--- src/rtl/fp16_normalize_pack.sv ---
`default_nettype none
// ============================================================================
// Module      : fp16_normalize_pack
// Description : Normalises the unnormalised fp_int_mul product
//               {sign, biased exponent, 15-bit fixed-point mantissa} one left
//               shift per cycle, rounds to nearest-even on 10 fraction bits
//               and packs an IEEE FP16 word with overflow/underflow flags.
// Revision    : 1.0 - initial release
// ============================================================================
module fp16_normalize_pack #(
    parameter int MANT_WIDTH = 15,
    parameter int FRAC_IN    = 10,
    parameter int OUT_WIDTH  = 16
) (
    input  logic                  clk,
    input  logic                  rst,
    input  logic                  start,
    input  logic                  sign_in,
    input  logic [4:0]            exp_in,
    input  logic [MANT_WIDTH-1:0] mantissa_in,
    output logic                  busy,
    output logic                  done,
    output logic [OUT_WIDTH-1:0]  result,
    output logic                  ovf,
    output logic                  unf
);

    // Bit positions within the normalised mantissa (leading one at the MSB).
    localparam int c_MSB       = MANT_WIDTH - 1;
    localparam int c_FRAC_HI   = MANT_WIDTH - 2;
    localparam int c_GUARD_BIT = MANT_WIDTH - 2 - FRAC_IN;
    localparam int c_STICKY_HI = MANT_WIDTH - 3 - FRAC_IN;

    // A leading one at bit c_MSB weighs 2^(c_MSB-FRAC_IN) relative to 1.0.
    localparam logic signed [6:0] c_EXP_ADJ = 7'(MANT_WIDTH - 1 - FRAC_IN);
    localparam logic signed [6:0] c_EXP_MAX = 7'sd31;
    localparam logic signed [6:0] c_EXP_MIN = 7'sd0;

    localparam logic [15:0] c_QNAN = 16'h7E00;

    localparam logic [1:0] c_ST_IDLE  = 2'd0;
    localparam logic [1:0] c_ST_NORM  = 2'd1;
    localparam logic [1:0] c_ST_ROUND = 2'd2;

    logic [1:0]            r_state;
    logic [1:0]            w_state_next;

    logic [MANT_WIDTH-1:0] r_m;
    logic [4:0]            r_e;
    logic [3:0]            r_k;
    logic                  r_s;

    logic                  r_done;
    logic [OUT_WIDTH-1:0]  r_result;
    logic                  r_ovf;
    logic                  r_unf;

    logic                  w_norm_done;
    logic [FRAC_IN-1:0]    w_frac;
    logic                  w_guard;
    logic                  w_sticky;
    logic                  w_round_up;
    logic [FRAC_IN:0]      w_frac_sum;
    logic [FRAC_IN-1:0]    w_frac_rnd;
    logic                  w_carry;
    logic signed [6:0]     w_exp_pre;
    logic signed [6:0]     w_exp_rnd;
    logic [OUT_WIDTH-1:0]  w_result;
    logic                  w_ovf;
    logic                  w_unf;

    assign busy   = (r_state != c_ST_IDLE);
    assign done   = r_done;
    assign result = r_result;
    assign ovf    = r_ovf;
    assign unf    = r_unf;

    // Normalisation stops once the leading one reaches the MSB, or at once
    // for a zero mantissa (which would otherwise never terminate).
    assign w_norm_done = r_m[c_MSB] | (r_m == '0);

    assign w_frac     = r_m[c_FRAC_HI -: FRAC_IN];
    assign w_guard    = r_m[c_GUARD_BIT];
    assign w_sticky   = |r_m[c_STICKY_HI:0];
    assign w_round_up = w_guard & (w_sticky | w_frac[0]);
    assign w_frac_sum = {1'b0, w_frac} + {{FRAC_IN{1'b0}}, w_round_up};
    assign w_frac_rnd = w_frac_sum[FRAC_IN-1:0];
    assign w_carry    = w_frac_sum[FRAC_IN];

    // Signed 7-bit exponent: range is about -10..36, so under/overflow are
    // visible as plain signed comparisons.
    assign w_exp_pre = $signed({2'b00, r_e}) + c_EXP_ADJ - $signed({3'b000, r_k});
    assign w_exp_rnd = w_exp_pre + $signed({6'b000000, w_carry});

    // Packs the rounded value, applying the special cases in priority order.
    always_comb begin
        w_result = '0;
        w_ovf    = 1'b0;
        w_unf    = 1'b0;
        if (r_e == 5'd31) begin
            w_result = c_QNAN;
        end else if (r_m == '0) begin
            w_result = {r_s, 15'b0};
        end else if (w_exp_rnd >= c_EXP_MAX) begin
            w_result = {r_s, 5'h1F, 10'h000};
            w_ovf    = 1'b1;
        end else if (w_exp_rnd <= c_EXP_MIN) begin
            w_result = {r_s, 15'b0};
            w_unf    = 1'b1;
        end else begin
            w_result = {r_s, w_exp_rnd[4:0], w_frac_rnd};
        end
    end

    // State register.
    always_ff @(posedge clk or negedge rst) begin
        if (!rst) begin
            r_state <= c_ST_IDLE;
        end else begin
            r_state <= w_state_next;
        end
    end

    // Next-state logic: IDLE -> NORM on start, NORM until normalised, one ROUND cycle.
    always_comb begin
        w_state_next = r_state;
        case (r_state)
            c_ST_IDLE: begin
                if (start) begin
                    w_state_next = c_ST_NORM;
                end
            end
            c_ST_NORM: begin
                if (w_norm_done) begin
                    w_state_next = c_ST_ROUND;
                end
            end
            c_ST_ROUND: begin
                w_state_next = c_ST_IDLE;
            end
            default: begin
                w_state_next = c_ST_IDLE;
            end
        endcase
    end

    // Datapath: capture operands, shift one place per NORM cycle, publish result.
    always_ff @(posedge clk or negedge rst) begin
        if (!rst) begin
            r_m      <= '0;
            r_e      <= '0;
            r_k      <= '0;
            r_s      <= 1'b0;
            r_done   <= 1'b0;
            r_result <= '0;
            r_ovf    <= 1'b0;
            r_unf    <= 1'b0;
        end else begin
            r_done <= 1'b0;
            case (r_state)
                c_ST_IDLE: begin
                    if (start) begin
                        r_m <= mantissa_in;
                        r_e <= exp_in;
                        r_s <= sign_in;
                        r_k <= '0;
                    end
                end
                c_ST_NORM: begin
                    if (!w_norm_done) begin
                        r_m <= {r_m[MANT_WIDTH-2:0], 1'b0};
                        r_k <= r_k + 4'd1;
                    end
                end
                c_ST_ROUND: begin
                    r_result <= w_result;
                    r_ovf    <= w_ovf;
                    r_unf    <= w_unf;
                    r_done   <= 1'b1;
                end
                default: begin
                    r_done <= 1'b0;
                end
            endcase
        end
    end

endmodule
`default_nettype wire

--- config.mk ---
export PLATFORM = sky130hd
export DESIGN_NAME = fp16_normalize_pack
export DESIGN_NICKNAME = d
export VERILOG_FILES = /design/src/rtl/fp16_normalize_pack.sv
export SDC_FILE = /design/constraint.sdc
export NUM_CORES = 1
export LEC_CHECK = 0
export CAP_MARGIN = 20
export CORE_MARGIN = 2
export CORE_UTILIZATION = 43
export DETAILED_ROUTE_END_ITERATION = 16
export PLACE_DENSITY_LB_ADDON = 0.15
export SLEW_MARGIN = 20
export SYNTH_ARGS = -nofsm -noshare
export SYNTH_HDL_FRONTEND = slang
export SYNTH_SLANG_ARGS = --single-unit
--- constraint.sdc ---
create_clock -name clk -period 4 [get_ports clk]
set_input_delay 0.8 -clock clk [delete_from_list [all_inputs] [get_ports clk]]
set_output_delay 0.8 -clock clk [all_outputs]
set_load 0.01 [all_outputs]
## Yosys cells after proc, flatten, opt, wreduce, memory -nomap -nowiden

Index checks and enable logic that the tools add are counted.
W data, S select, Z words.

- Register bits: 46
- Bits of input ports: 24
- Output and inout port bits: 20
- Word-level logic and storage cells: 54

- Add/sub/neg operators: 5
- Magnitude comparators: 2
- Equality and inequality tests: 6
- Muxes and demuxes: 21
- Bitwise operators: 3
- Reductions and logical operators: 8

Operators with widths:

| kind | count |
|---|---|
| $mux W15 | 5 |
| $pmux W15 S2 | 1 |
| $mux W16 | 1 |
| $logic_not A15 Y1 | 1 |
| $add A10 B1 Y11 | 1 |
| $mux W1 | 8 |
| $mux W4 | 2 |
| $pmux W4 S2 | 1 |
| $add A7 B2 Y7 | 1 |
| $ge A7 B6 Y1 const B | 1 |
| $le A7 B1 Y1 const B | 1 |
| $sub A6 B4 Y7 | 1 |
| $add A5 B3 Y6 const B | 1 |
| $ne A2 B2 Y1 const B | 3 |
| $eq A5 B5 Y1 const B | 1 |
| $add A4 B1 Y4 const B | 1 |
| $mux W2 | 2 |
| $pmux W2 S2 | 1 |
| $reduce_and A2 Y1 | 2 |
| $reduce_bool A2 Y1 | 2 |
| $reduce_and A3 Y1 | 1 |
| $reduce_or A3 Y1 | 1 |
| $eq A2 B1 Y1 const B | 1 |
| $eq A2 B2 Y1 const B | 1 |
| other kinds (3) | 4 |

## Depth between registers and ports, before layout

Gate-level depths: netlist of run 1.

- Depth in word-level cells: 10
- Depth in mapped cells: 17
- Depth with buffers taken out: 17

## Least setup slack after synthesis of run 1

No wires, ideal clock.

- Kind: register -> register
- Start: reg r_m[4]
- End: reg r_result[0], in the netlist result[0]
- Arrival: 3,241 ps
- Required time: 3,874 ps
- Setup slack: 633 ps
- Cell stages (with the launch flop): 18
- Period minus slack after synthesis: 3,367 ps
- Cell sequence: dfrtp_1 -> and2_1 -> ha_1 -> and3_1 -> nand2_1 -> nor2_1 -> nand3_1 -> ha_1 -> inv_1 -> ha_1 -> inv_1 -> fa_1 -> nand2b_1 -> o2bb2ai_1 -> xor2_1 -> or3_4 -> nand4_2 -> o21ai_1

- Word-level cells in the longest chain between the ends: 9

Ends and longest elaborated chain:

| what | RTL line | text |
|---|---|---|
| from (decl) | 48 | `logic [MANT_WIDTH-1:0] r_m;` |
| from (signal assigned) | 163 | `r_m <= mantissa_in;` |
| from (signal assigned) | 171 | `r_m <= {r_m[MANT_WIDTH-2:0], 1'b0};` |
| $or A1 B1 Y1 | 85 | `assign w_round_up = w_guard & (w_sticky \| w_frac[0]);` |
| $and A1 B1 Y1 | 85 |  |
| $add A10 B1 Y11 | 86 | `assign w_frac_sum = {1'b0, w_frac} + {{FRAC_IN{1'b0}}, w_round_up};` |
| $add A7 B2 Y7 | 93 | `assign w_exp_rnd = w_exp_pre + $signed({6'b000000, w_carry});` |
| $le A7 B1 Y1 | 107 | `end else if (w_exp_rnd <= c_EXP_MIN) begin` |
| $mux W15 | 107 |  |
| $mux W15 | 104 | `end else if (w_exp_rnd >= c_EXP_MAX) begin` |
| $mux W15 * | 102 | `end else if (r_m == '0) begin` |
| $mux W16 * | 100 | `if (r_e == 5'd31) begin` |
| to (signal assigned) | 176 | `r_result <= w_result;` |
| to (decl) | 54 | `logic [OUT_WIDTH-1:0] r_result;` |

Every way passes the cells marked *; elsewhere a longest branch is shown, timed or not.
A chain may end at the register's enable or synchronous reset.

## Worst setup path in the final report of run 1

- Start: reg r_m[4]
- End: reg r_unf, in the netlist unf

- Word-level cells in the longest chain between the ends: 9

Ends and longest elaborated chain:

| what | RTL line | text |
|---|---|---|
| $or A1 B1 Y1 | 85 |  |
| $and A1 B1 Y1 | 85 |  |
| $add A10 B1 Y11 | 86 |  |
| $add A7 B2 Y7 | 93 |  |
| $le A7 B1 Y1 | 107 |  |
| $mux W1 | 107 |  |
| $mux W1 | 104 |  |
| $mux W1 * | 102 |  |
| $mux W1 * | 100 |  |
| to (signal assigned) | 178 | `r_unf <= w_unf;` |
| to (decl) | 56 | `logic r_unf;` |

Marks and branches as above.

==> flow_summary.json, run 1 <==
{
  "async_reset_ff_share_pct": 100,
  "cts.clk_slew.worst_paths_ps": 90,
  "ys_seq_elements": 46,
  "hold_class": "register to register",
  "synthSimpleGateAreaFrac_pct": 18.7,
  "mappedNetlistNets": 297,
  "critPathMaxFanout": 6,
  "holdPathStages": 2,
  "ff2ff_setup_slack_ps": 300,
  "rsz0062_at_grt": "false",
  "post_cts_hold_buffer_count": 0,
  "critical_path.reg2reg.endpoint": "unf$_DFFE_PN0P_",
  "detail_route.wirelength_microns": 5070,
  "timing.final.crit_share_pct": 92.5,
  "synth.cell_area_sq_um": 2500,
  "critical_path.endpoint_type": "register",
  "setup_total_negative_slack_ps": 0,
  "synth_area_leaders": "sky130_fd_sc_hd__dfrtp_1, sky130_fd_sc_hd__nand2_1, sky130_fd_sc_hd__ha_1",
  "max-clock-path-buffers": 2,
  "critical_path_required_ps": 4240,
  "all_layer_global_routing_usage_pct": 17.2,
  "synth.lib_cells_used.distinct": 42,
  "post-route-drc-count": 0,
  "layout_min_cycle_time_ps": 3700,
  "route.detailed.wl_per_inst_microns": 13.5,
  "nFillCells": 492,
  "cp_launch_type": "register",
  "antenna-diode-count": 0,
  "synth_xor_xnor_area_share_pct": 4.55,
  "detail_route.vias_per_cell": 5.11,
  "num-nets-final": 339,
  "power-per-cell-area_nw_per_um2": 857,
  "dominant_combinational_cell_family_by_area_after_synthesis": "simple AND/OR/NAND/NOR gates",
  "maxClockFrequency_mhz": 270,
  "hpwlAfterDp_microns": 3740,
  "finalHoldViolCount": 0,
  "core-area_sq_um": 5570,
  "worst_path_most_repeated_cell": "sky130_fd_sc_hd__ha_1",
  "layout_common_cells": "sky130_fd_sc_hd__nand2_1, sky130_fd_sc_hd__dfrtp_1, sky130_fd_sc_hd__clkdlybuf4s50_1",
  "floorplan.initialDensity_pct": 44.9,
  "design.die.area_sq_um": 6440,
  "yosys_warnings": 0,
  "report.final.setup_viol": 0,
  "row_count": 27,
  "timing.critical_path.from": "r_m[4]$_DFFE_PN0P_",
  "die_w_microns": 80.3,
  "critical_path_class": "register to register",
  "multi_input_area_sq_um": 1240,
  "r2r-start": "r_m[4]$_DFFE_PN0P_",
  "die_h_microns": 80.3,
  "antenna_found_initial": 0,
  "postSynthAreaPerCell_sq_um": 9.62,
  "cp_cell_sequence": "and2_1 > ha_1 > and3_1 > nand2_1 > nor2_1 > nand3_1 > ha_1 > inv_1 > ha_1 > inv_1 > fa_1 > nand2b_1 > o2bb2ai_1 > xor2_2 > or3_4 > o21ai_1 > a32o_1",
  "antenna_left": 0,
  "vdd_drop_max_mv": 0.455,
  "grt_pass1_vias": 1782,
  "drive_above_1_share_pct": 6.95,
  "num_vias": 1912,
  "global_route_wire_length_before_repair_microns": 8470,
  "worst_clock_skew_ps": 9.00,
  "post-synth-top-area-fraction_pct": 46.0,
  "cts_root_buffer": "sky130_fd_sc_hd__clkbuf_8",
  "timing.critical_path.to": "unf$_DFFE_PN0P_",
  "globalplace.congestion": 0.795,
  "dr.pass1.iters": 4,
  "cells_after_synthesis": 260,
  "drt-initial-drc-count": 106,
  "io_pins": 44,
  "synth_compound_gate_area_share_pct": 13.2,
  "grt_max_degree": 47,
  "multiplexer_share_of_the_synthesized_area_pct": 5.65,
  "final_max_slew_viol_count": 0,
  "timing.critical_path.slowest_cell_delay_ps": 440,
  "run_status": "finished, final reports clean",
  "insertion_delay_ps": 300,
  "ys.flop_type": "sky130_fd_sc_hd__dfrtp_1",
  "synth.largest_area_cell": "sky130_fd_sc_hd__dfrtp_1",
  "post_synth_fa_ha_maj_area_fraction_pct": 6.80,
  "synth-seq-area-share_pct": 46.0,
  "p_leak_nw": 1.37,
  "cts_made_buffers": 5,
  "cp_slowest_cell": "sky130_fd_sc_hd__dfrtp_1",
  "max_cap_viol_count": 0,
  "tritoncts": "done",
  "worst-slew-pin-transition_ps": 586,
  "seqCellArea_sq_um": 1150,
  "hold-worst-slack_ps": 485,
  "synth_edf_count": 0,
  "r2r_cells": 17,
  "cts.sink_count": 46,
  "cts_max_level": 2,
  "numPortBuffers": 43,
  "area_delta_synth_final_pct": 24.4,
  "critical_path_arrival_ps": 3940,
  "max-slew-margin-rel_pct": 60.9,
  "gr-total-overflow": 0
}
==> stage by stage <==
stage          util (%)  setup WS (ps)  std cells  power [mW]  cell area (sq um)
3_3_place_gp       53.4            474        367        2.25               2980
6_report           55.8            300        374        2.66               3110
4_1_cts            55.4            313        374        2.65               3090
2_1_floorplan         -            633        260        1.88               2500
5_1_grt            55.8           5.47        374        2.90               3110
3_5_place_dp       53.4            335        367        2.28               2980
==> worst min path at each step <==
stage                             to                   from
2_1_floorplan        r_s$_DFFE_PN0P_        r_s$_DFFE_PN0P_
3_3_place_gp   result[5]$_DFFE_PN0P_  result[5]$_DFFE_PN0P_
3_5_place_dp   result[3]$_DFFE_PN0P_  result[3]$_DFFE_PN0P_
4_1_cts        result[8]$_DFFE_PN0P_  result[8]$_DFFE_PN0P_
5_1_grt        result[3]$_DFFE_PN0P_  result[3]$_DFFE_PN0P_
6_report       result[8]$_DFFE_PN0P_  result[8]$_DFFE_PN0P_
==> per-layer routing <==
layer / vias to the layer above / global-route usage, % / wire length, microns
met1: 887 / 23.7 / 2560
li1: 976 / - / -
met5: - / 0 / 0
met2: 38 / 25.3 / 2190
met4: 0 / 8.81 / 129
met3: 11 / 3.82 / 187
==> layout make-up <==
type                            count  share of cell area [%]
Sequential cell                    46                    37.0
Clock buffer                        6                    2.65
Tap cell                           72                    2.90
Multi-Input combinational cell    185                    39.9
Inverter                           19                    2.29
Clock inverter                      1                   0.965
Timing Repair Buffer               45                    14.2
==> repair_timing <==
item / in CTS / in global routing
endpoints found under the setup margin: 0 / 8
resized for setup: 0 / 3
setup buffers: 0 / 0
==> sequential cells by signal, summed over array words and instances, names as in the netlist, 2 cells and up <==
| name | flops |
|---|---|
| r_e | 5 |
| result | 16 |
| r_k | 4 |
| r_state | 2 |
| r_m | 15 |
==> worst max-delay path: cells and delay by family (launching register included) <==
kind                       cells  cell delay, ps
DFF                            1             440
xor gates and xnor gates       1             210
and+or+nand+nor                7            1330
adders and majority gates      4            1030
AOI/OAI and AO/OA              3             510
buffers and inverters          2             110
==> cell families (layout without fill, tap and decap cells) <==
logic type / count (synthesis) / in the layout
fa+ha+maj: 13 / 13
buf+inv: 29 / 71
flops: 46 / 46
xor+xnor: 13 / 13
compound gates: 49 / 49
mux: 14 / 14
simple gates: 96 / 96
==> report_power, final <==
part           total, mW  internal [mW]  switching, mW
Combinational       1.46          0.637          0.820
Clock              0.353          0.200          0.153
Sequential         0.856          0.661          0.195
Total               2.66           1.50           1.17
==> cell usage after synthesis (3+ instances only) <==
cell type / n
sky130_fd_sc_hd__nand2b_1: 4
sky130_fd_sc_hd__ha_1: 12
sky130_fd_sc_hd__xnor2_1: 5
sky130_fd_sc_hd__o21ai_1: 19
sky130_fd_sc_hd__mux2i_1: 13
sky130_fd_sc_hd__inv_1: 19
sky130_fd_sc_hd__a21oi_1: 5
sky130_fd_sc_hd__nand3_1: 6
sky130_fd_sc_hd__nor2_1: 17
sky130_fd_sc_hd__nand2_1: 46
sky130_fd_sc_hd__nor4_1: 4
sky130_fd_sc_hd__buf_2: 3
sky130_fd_sc_hd__a311oi_1: 3
sky130_fd_sc_hd__clkbuf_1: 5
sky130_fd_sc_hd__and3_1: 3
sky130_fd_sc_hd__xor2_1: 8
sky130_fd_sc_hd__nor3_1: 3
sky130_fd_sc_hd__o21ai_0: 12
sky130_fd_sc_hd__dfrtp_1: 46
Note: power is estimated with default switching activity, not from simulation.
==> run 2, diff against run 1 <==
--- a/config.mk
+++ b/config.mk
@@ -5,12 +5,14 @@
 export SDC_FILE = /design/constraint.sdc
 export NUM_CORES = 1
 export LEC_CHECK = 0
+export ABC_AREA = 0
 export CAP_MARGIN = 20
 export CORE_MARGIN = 2
 export CORE_UTILIZATION = 43
 export DETAILED_ROUTE_END_ITERATION = 16
 export PLACE_DENSITY_LB_ADDON = 0.15
-export SLEW_MARGIN = 20
+export SETUP_SLACK_MARGIN = 0.05
+export SLEW_MARGIN = 10
 export SYNTH_ARGS = -nofsm -noshare
 export SYNTH_HDL_FRONTEND = slang
 export SYNTH_SLANG_ARGS = --single-unit
==> run 2 against run 1 <==
  * Wire length grew 1.4%
  * Count of clock-buffer cells in the layout did not move
  * Clock power barely moved
  * Via count is 0.52% higher
  * Final area is 0.60% higher
  * Largest cell class unchanged
  * Largest power group unchanged
==> flow_summary.json, run 2 (synthesis gave the netlist of run 1 again) <==
{
  "run_status": "finished, final reports clean",
  "worst_clock_skew_ps": 8.95,
  "global_route_wire_length_before_repair_microns": 8470,
  "critical_path_required_ps": 4240,
  "insertion_delay_ps": 300,
  "cp_cell_sequence": "and2_1 > ha_1 > and3_1 > nand2_1 > nor2_1 > nand3_1 > ha_1 > inv_1 > ha_1 > inv_1 > fa_1 > nand2b_1 > o2bb2ai_1 > xor2_2 > or3_4 > o21ai_1 > a32o_1",
  "all_layer_global_routing_usage_pct": 17.2,
  "finalHoldViolCount": 0,
  "grt_max_degree": 47,
  "drt-initial-drc-count": 108,
  "cts.clk_slew.worst_paths_ps": 90,
  "timing.critical_path.slowest_cell_delay_ps": 430,
  "drive_above_1_share_pct": 7.59,
  "layout_common_cells": "sky130_fd_sc_hd__nand2_1, sky130_fd_sc_hd__dfrtp_1, sky130_fd_sc_hd__clkdlybuf4s50_1",
  "vdd_drop_max_mv": 0.454,
  "p_leak_nw": 1.38,
  "r2r-start": "r_m[3]$_DFFE_PN0P_",
  "crit_buf_inv": 2,
  "final_max_slew_viol_count": 0,
  "rsz0062_at_grt": "false",
  "largest_register_ffs": 16,
  "post-route-drc-count": 0,
  "post_cts_hold_buffer_count": 0,
  "tritoncts": "done",
  "detail_route.vias_per_cell": 5.13,
  "max-clock-path-buffers": 2,
  "worst-slew-pin-transition_ps": 595,
  "cts_max_level": 2,
  "worst_path_most_repeated_cell": "sky130_fd_sc_hd__ha_1",
  "core-area_sq_um": 5570,
  "antenna_left": 0,
  "area_delta_synth_final_pct": 25.1,
  "hold_class": "input pin to async pin",
  "numPortBuffers": 43,
  "grt_pass1_vias": 1782,
  "hpwlAfterDp_microns": 3740,
  "globalplace.congestion": 0.795,
  "report.final.setup_viol": 0,
  "timing.final.crit_share_pct": 92.3,
  "gr-total-overflow": 0,
  "cts_made_buffers": 5,
  "critPathMaxFanout": 5,
  "max_cap_viol_count": 0,
  "layout_min_cycle_time_ps": 3690,
  "design.die.area_sq_um": 6440,
  "cts.sink_count": 46,
  "critical_path_arrival_ps": 3930,
  "io_pins": 44,
  "cp_launch_type": "register",
  "max-slew-margin-rel_pct": 60.3,
  "critical_path.endpoint_type": "register",
  "antenna-diode-count": 0,
  "layout_commonest_cell": "sky130_fd_sc_hd__nand2_1",
  "final_worst_slack_ps": 310,
  "cp_slowest_cell": "sky130_fd_sc_hd__dfrtp_1",
  "path_delay_family": "simple AND/OR/NAND/NOR gates",
  "power-per-cell-area_nw_per_um2": 854,
  "critical_path.reg2reg.endpoint": "unf$_DFFE_PN0P_",
  "ff2ff_setup_slack_ps": 310,
  "row_count": 27,
  "num_vias": 1922,
  "floorplan.initialDensity_pct": 44.9,
  "detail_route.wirelength_microns": 5140,
  "die_h_microns": 80.3,
  "critical_path_class": "register to register",
  "num-nets-final": 340,
  "final_core_util_pct": 56.1,
  "setup_total_negative_slack_ps": 0,
  "maxClockFrequency_mhz": 271,
  "cts_root_buffer": "sky130_fd_sc_hd__clkbuf_8",
  "dr.pass1.iters": 4,
  "pre_cts_slack_ps": 335,
  "die_w_microns": 80.3,
  "route.detailed.wl_per_inst_microns": 13.7,
  "antenna_found_initial": 0,
  "r2r_cells": 17
}
## run 2: area by class of cell
cell class                      count  area (sq um)
Sequential cell                    46          1150
Multi-Input combinational cell    185          1240
Inverter                           19          71.3
Timing Repair Buffer               46           460
Fill cell                         488          2440
Clock buffer                        6          82.6
Clock inverter                      1          30.0
Tap cell                           72          90.1
## run 2: worst max path at each step
stage,from,to,depth (start not counted)
2_1_floorplan,r_m[4]$_DFFE_PN0P_,result[0]$_DFFE_PN0P_,17
3_5_place_dp,r_m[4]$_DFFE_PN0P_,result[5]$_DFFE_PN0P_,17
4_1_cts,r_m[4]$_DFFE_PN0P_,result[0]$_DFFE_PN0P_,17
6_report,r_m[3]$_DFFE_PN0P_,unf$_DFFE_PN0P_,17
5_1_grt,r_m[3]$_DFFE_PN0P_,result[4]$_DFFE_PN0P_,17
3_3_place_gp,r_m[4]$_DFFE_PN0P_,result[2]$_DFFE_PN0P_,17
## run 2: worst reg2reg max path, delay by kind of cell, from the launching register on
kind,cells,cell delay [ps]
simple gates,7,1330
xor+xnor,1,210
compound gates,3,510
flops,1,430
fa+ha+maj,4,1020
buf+inv,2,110
## run 2: timing repair
action / CTS / global route
setup endpoints to repair: 0 / 9
gates resized for setup: 0 / 4
setup buffers: 0 / 0
## run 2: routing by layer
metal  routed length, microns  track usage, %  vias to the layer above
li1                         -               -                      973
met1                     2590            23.7                      900
met2                     2240            25.3                       38
met3                      183            3.82                       11
met4                      129            8.81                        0
met5                        0               0                        -
## run 2: metrics by stage
step	cells	power [mW]	cell area, sq um	hold WS (ps)
floorplan	260	1.88	2500	447
global placement	367	2.25	2980	470
detailed placement	367	2.28	2980	478
CTS	374	2.65	3090	496
global route	375	2.90	3130	364
finish	375	2.67	3130	356
## run 2: where the power goes
group,internal [mW],switching [mW]
clock network,0.200,0.154
logic,0.639,0.821
registers,0.662,0.197
total,1.50,1.17
==> run 3, diff against run 2 <==
--- a/config.mk
+++ b/config.mk
@@ -5,9 +5,7 @@
 export SDC_FILE = /design/constraint.sdc
 export NUM_CORES = 1
 export LEC_CHECK = 0
-export ABC_AREA = 0
 export CAP_MARGIN = 20
-export CORE_MARGIN = 2
 export CORE_UTILIZATION = 43
 export DETAILED_ROUTE_END_ITERATION = 16
 export PLACE_DENSITY_LB_ADDON = 0.15
==> run 3 against run 2 <==
  * Final area decreased by 0.44%
  * First-iteration DRC count decreased by 31%
  * Non-clock buffer count decreased by 1
  * Register-to-register slack improved by 60 ps
  * Count of clock-buffer cells in the layout unchanged
  * Maximum frequency increased by 1.8%
  * Critical endpoint is now result[5]$_DFFE_PN0P_
  * Largest power group unchanged
==> flow_summary.json, run 3 (synthesis gave the netlist of run 1 again) <==
{
  "run_status": "finished, final reports clean",
  "power-per-cell-area_nw_per_um2": 843,
  "critical_path.endpoint_type": "register",
  "report.final.setup_viol": 0,
  "power.total_mw": 2.63,
  "post_cts_buffers": 0,
  "ff2ff_setup_slack_ps": 370,
  "global_route_wire_length_before_repair_microns": 8510,
  "final_worst_slack_ps": 373,
  "die_h_microns": 78.3,
  "antenna-diode-count": 0,
  "detail_route.wirelength_microns": 4900,
  "nFillCells": 538,
  "swShare_pct": 43.7,
  "gr-total-overflow": 0,
  "hold-worst-slack_ps": 412,
  "design.die.area_sq_um": 6130,
  "antenna_left": 0,
  "row_count": 27,
  "post-route-drc-count": 0,
  "num_vias": 1892,
  "hold_class": "input pin to async pin",
  "cts_root_buffer": "sky130_fd_sc_hd__clkbuf_8",
  "vdd_drop_max_mv": 0.372,
  "maxClockFrequency_mhz": 276,
  "route.detailed.wl_per_inst_microns": 13.1,
  "hpwlAfterDp_microns": 3570,
  "dr.pass1.iters": 4,
  "r2r_cells": 17,
  "p_switching_mw": 1.15,
  "r2r-start": "r_m[3]$_DFFE_PN0P_",
  "max-slew-margin-rel_pct": 32.9,
  "final_core_util_pct": 56.2,
  "io_pins": 44,
  "cts.sink_count": 46,
  "layout_common_cells": "sky130_fd_sc_hd__nand2_1, sky130_fd_sc_hd__dfrtp_1, sky130_fd_sc_hd__clkdlybuf4s50_1",
  "antenna_found_initial": 0,
  "power_report.internal_total_mw": 1.48,
  "pre_cts_slack_ps": 284,
  "final_max_slew_viol_count": 0,
  "sequentialPowerShare_pct": 32.6,
  "drive_above_1_share_pct": 6.93,
  "core-area_sq_um": 5540,
  "die_w_microns": 78.3,
  "detail_route.vias_per_cell": 5.05,
  "grt_max_degree": 47,
  "layout_min_cycle_time_ps": 3630,
  "max-clock-path-buffers": 2,
  "worst_clock_skew_ps": 12.8,
  "critical_path.reg2reg.endpoint": "result[5]$_DFFE_PN0P_",
  "setup_total_negative_slack_ps": 0,
  "post_layout_nonfiller_instances": 375,
  "layout_commonest_cell": "sky130_fd_sc_hd__nand2_1",
  "all_layer_global_routing_usage_pct": 18.0,
  "rsz0062_at_grt": "true",
  "clkPwrFrac_pct": 13.3,
  "combinational_power_share_pct": 54.1,
  "worst-slew-pin-transition_ps": 1000,
  "finalHoldViolCount": 0,
  "num-nets-final": 339,
  "placed_cells": 366,
  "critical_path_class": "register to register",
  "critPathMaxFanout": 9,
  "timing.final.crit_share_pct": 90.7,
  "numPortBuffers": 43,
  "max_cap_viol_count": 0,
  "largest_register_ffs": 16,
  "critical_path_arrival_ps": 3860,
  "grt_pass1_vias": 1795,
  "cp_launch_type": "register",
  "area_delta_synth_final_pct": 24.6,
  "cts.clk_slew.worst_paths_ps": 90,
  "place_area_sq_um": 2970,
  "critical_path_required_ps": 4230,
  "tritoncts": "done",
  "final_area_sq_um": 3120,
  "cts_made_buffers": 5,
  "globalplace.congestion": 0.819,
  "insertion_delay_ps": 310,
  "floorplan.initialDensity_pct": 45.1,
  "p_leak_nw": 1.37,
  "cts_max_level": 2,
  "drt-initial-drc-count": 75
}
## run 3: cell type report
class	count	area [sq um]	share of cell area [%]
clock buffer	6	72.6	2.33
clock inverter	2	37.5	1.20
inverter	19	71.3	2.29
multi-input combinational	185	1240	39.8
sequential	46	1150	37.0
tap	72	90.1	2.89
timing repair buffer	45	453	14.5
## run 3: worst max path at each step
| stage | startpoint | to |
|---|---|---|
| after CTS | r_m[4]$_DFFE_PN0P_ | result[5]$_DFFE_PN0P_ |
| final | r_m[3]$_DFFE_PN0P_ | result[5]$_DFFE_PN0P_ |
| after floorplan | r_m[4]$_DFFE_PN0P_ | result[0]$_DFFE_PN0P_ |
| after global placement | r_m[4]$_DFFE_PN0P_ | result[2]$_DFFE_PN0P_ |
| after detailed placement | r_m[4]$_DFFE_PN0P_ | result[5]$_DFFE_PN0P_ |
| after global routing | r_m[3]$_DFFE_PN0P_ | result[11]$_DFFE_PN0P_ |
## run 3: layer usage
layer,part of all wire [%],GRT usage (%),up-vias
met5,0,0,-
met4,1.2,6.48,0
met3,3.2,3.84,5
met2,43,26.4,37
met1,53,26.0,877
li1,-,-,973
## run 3: critical path, cell delays in order (launching register included)
cell and delay, ps:
sky130_fd_sc_hd__dfrtp_1 410, sky130_fd_sc_hd__and2_1 160, sky130_fd_sc_hd__ha_1 170, sky130_fd_sc_hd__and3_1 220, sky130_fd_sc_hd__nand2_1 70, sky130_fd_sc_hd__nor2_1 180, sky130_fd_sc_hd__nand3_1 110, sky130_fd_sc_hd__ha_1 280
sky130_fd_sc_hd__inv_1 60, sky130_fd_sc_hd__ha_1 170, sky130_fd_sc_hd__inv_1 60, sky130_fd_sc_hd__fa_1 380, sky130_fd_sc_hd__nand2b_1 160, sky130_fd_sc_hd__o2bb2ai_1 190, sky130_fd_sc_hd__xor2_2 200, sky130_fd_sc_hd__a31oi_4 300
sky130_fd_sc_hd__nand4_4 200, sky130_fd_sc_hd__o21ai_1 220
## run 3: what timing repair did
item	CTS	global route
setup endpoints to repair	0	9
gates resized for setup	0	3
hold buffers	0	0
## run 3: power groups by stage
stage	clock network (mW)	registers [mW]	logic, mW
6_report	0.349	0.856	1.42
3_5_place_dp	0	0.865	1.40
5_1_grt	0.378	0.889	1.61
2_1_floorplan	0	0.832	1.05
4_1_cts	0.359	0.855	1.41
3_3_place_gp	0	0.856	1.39
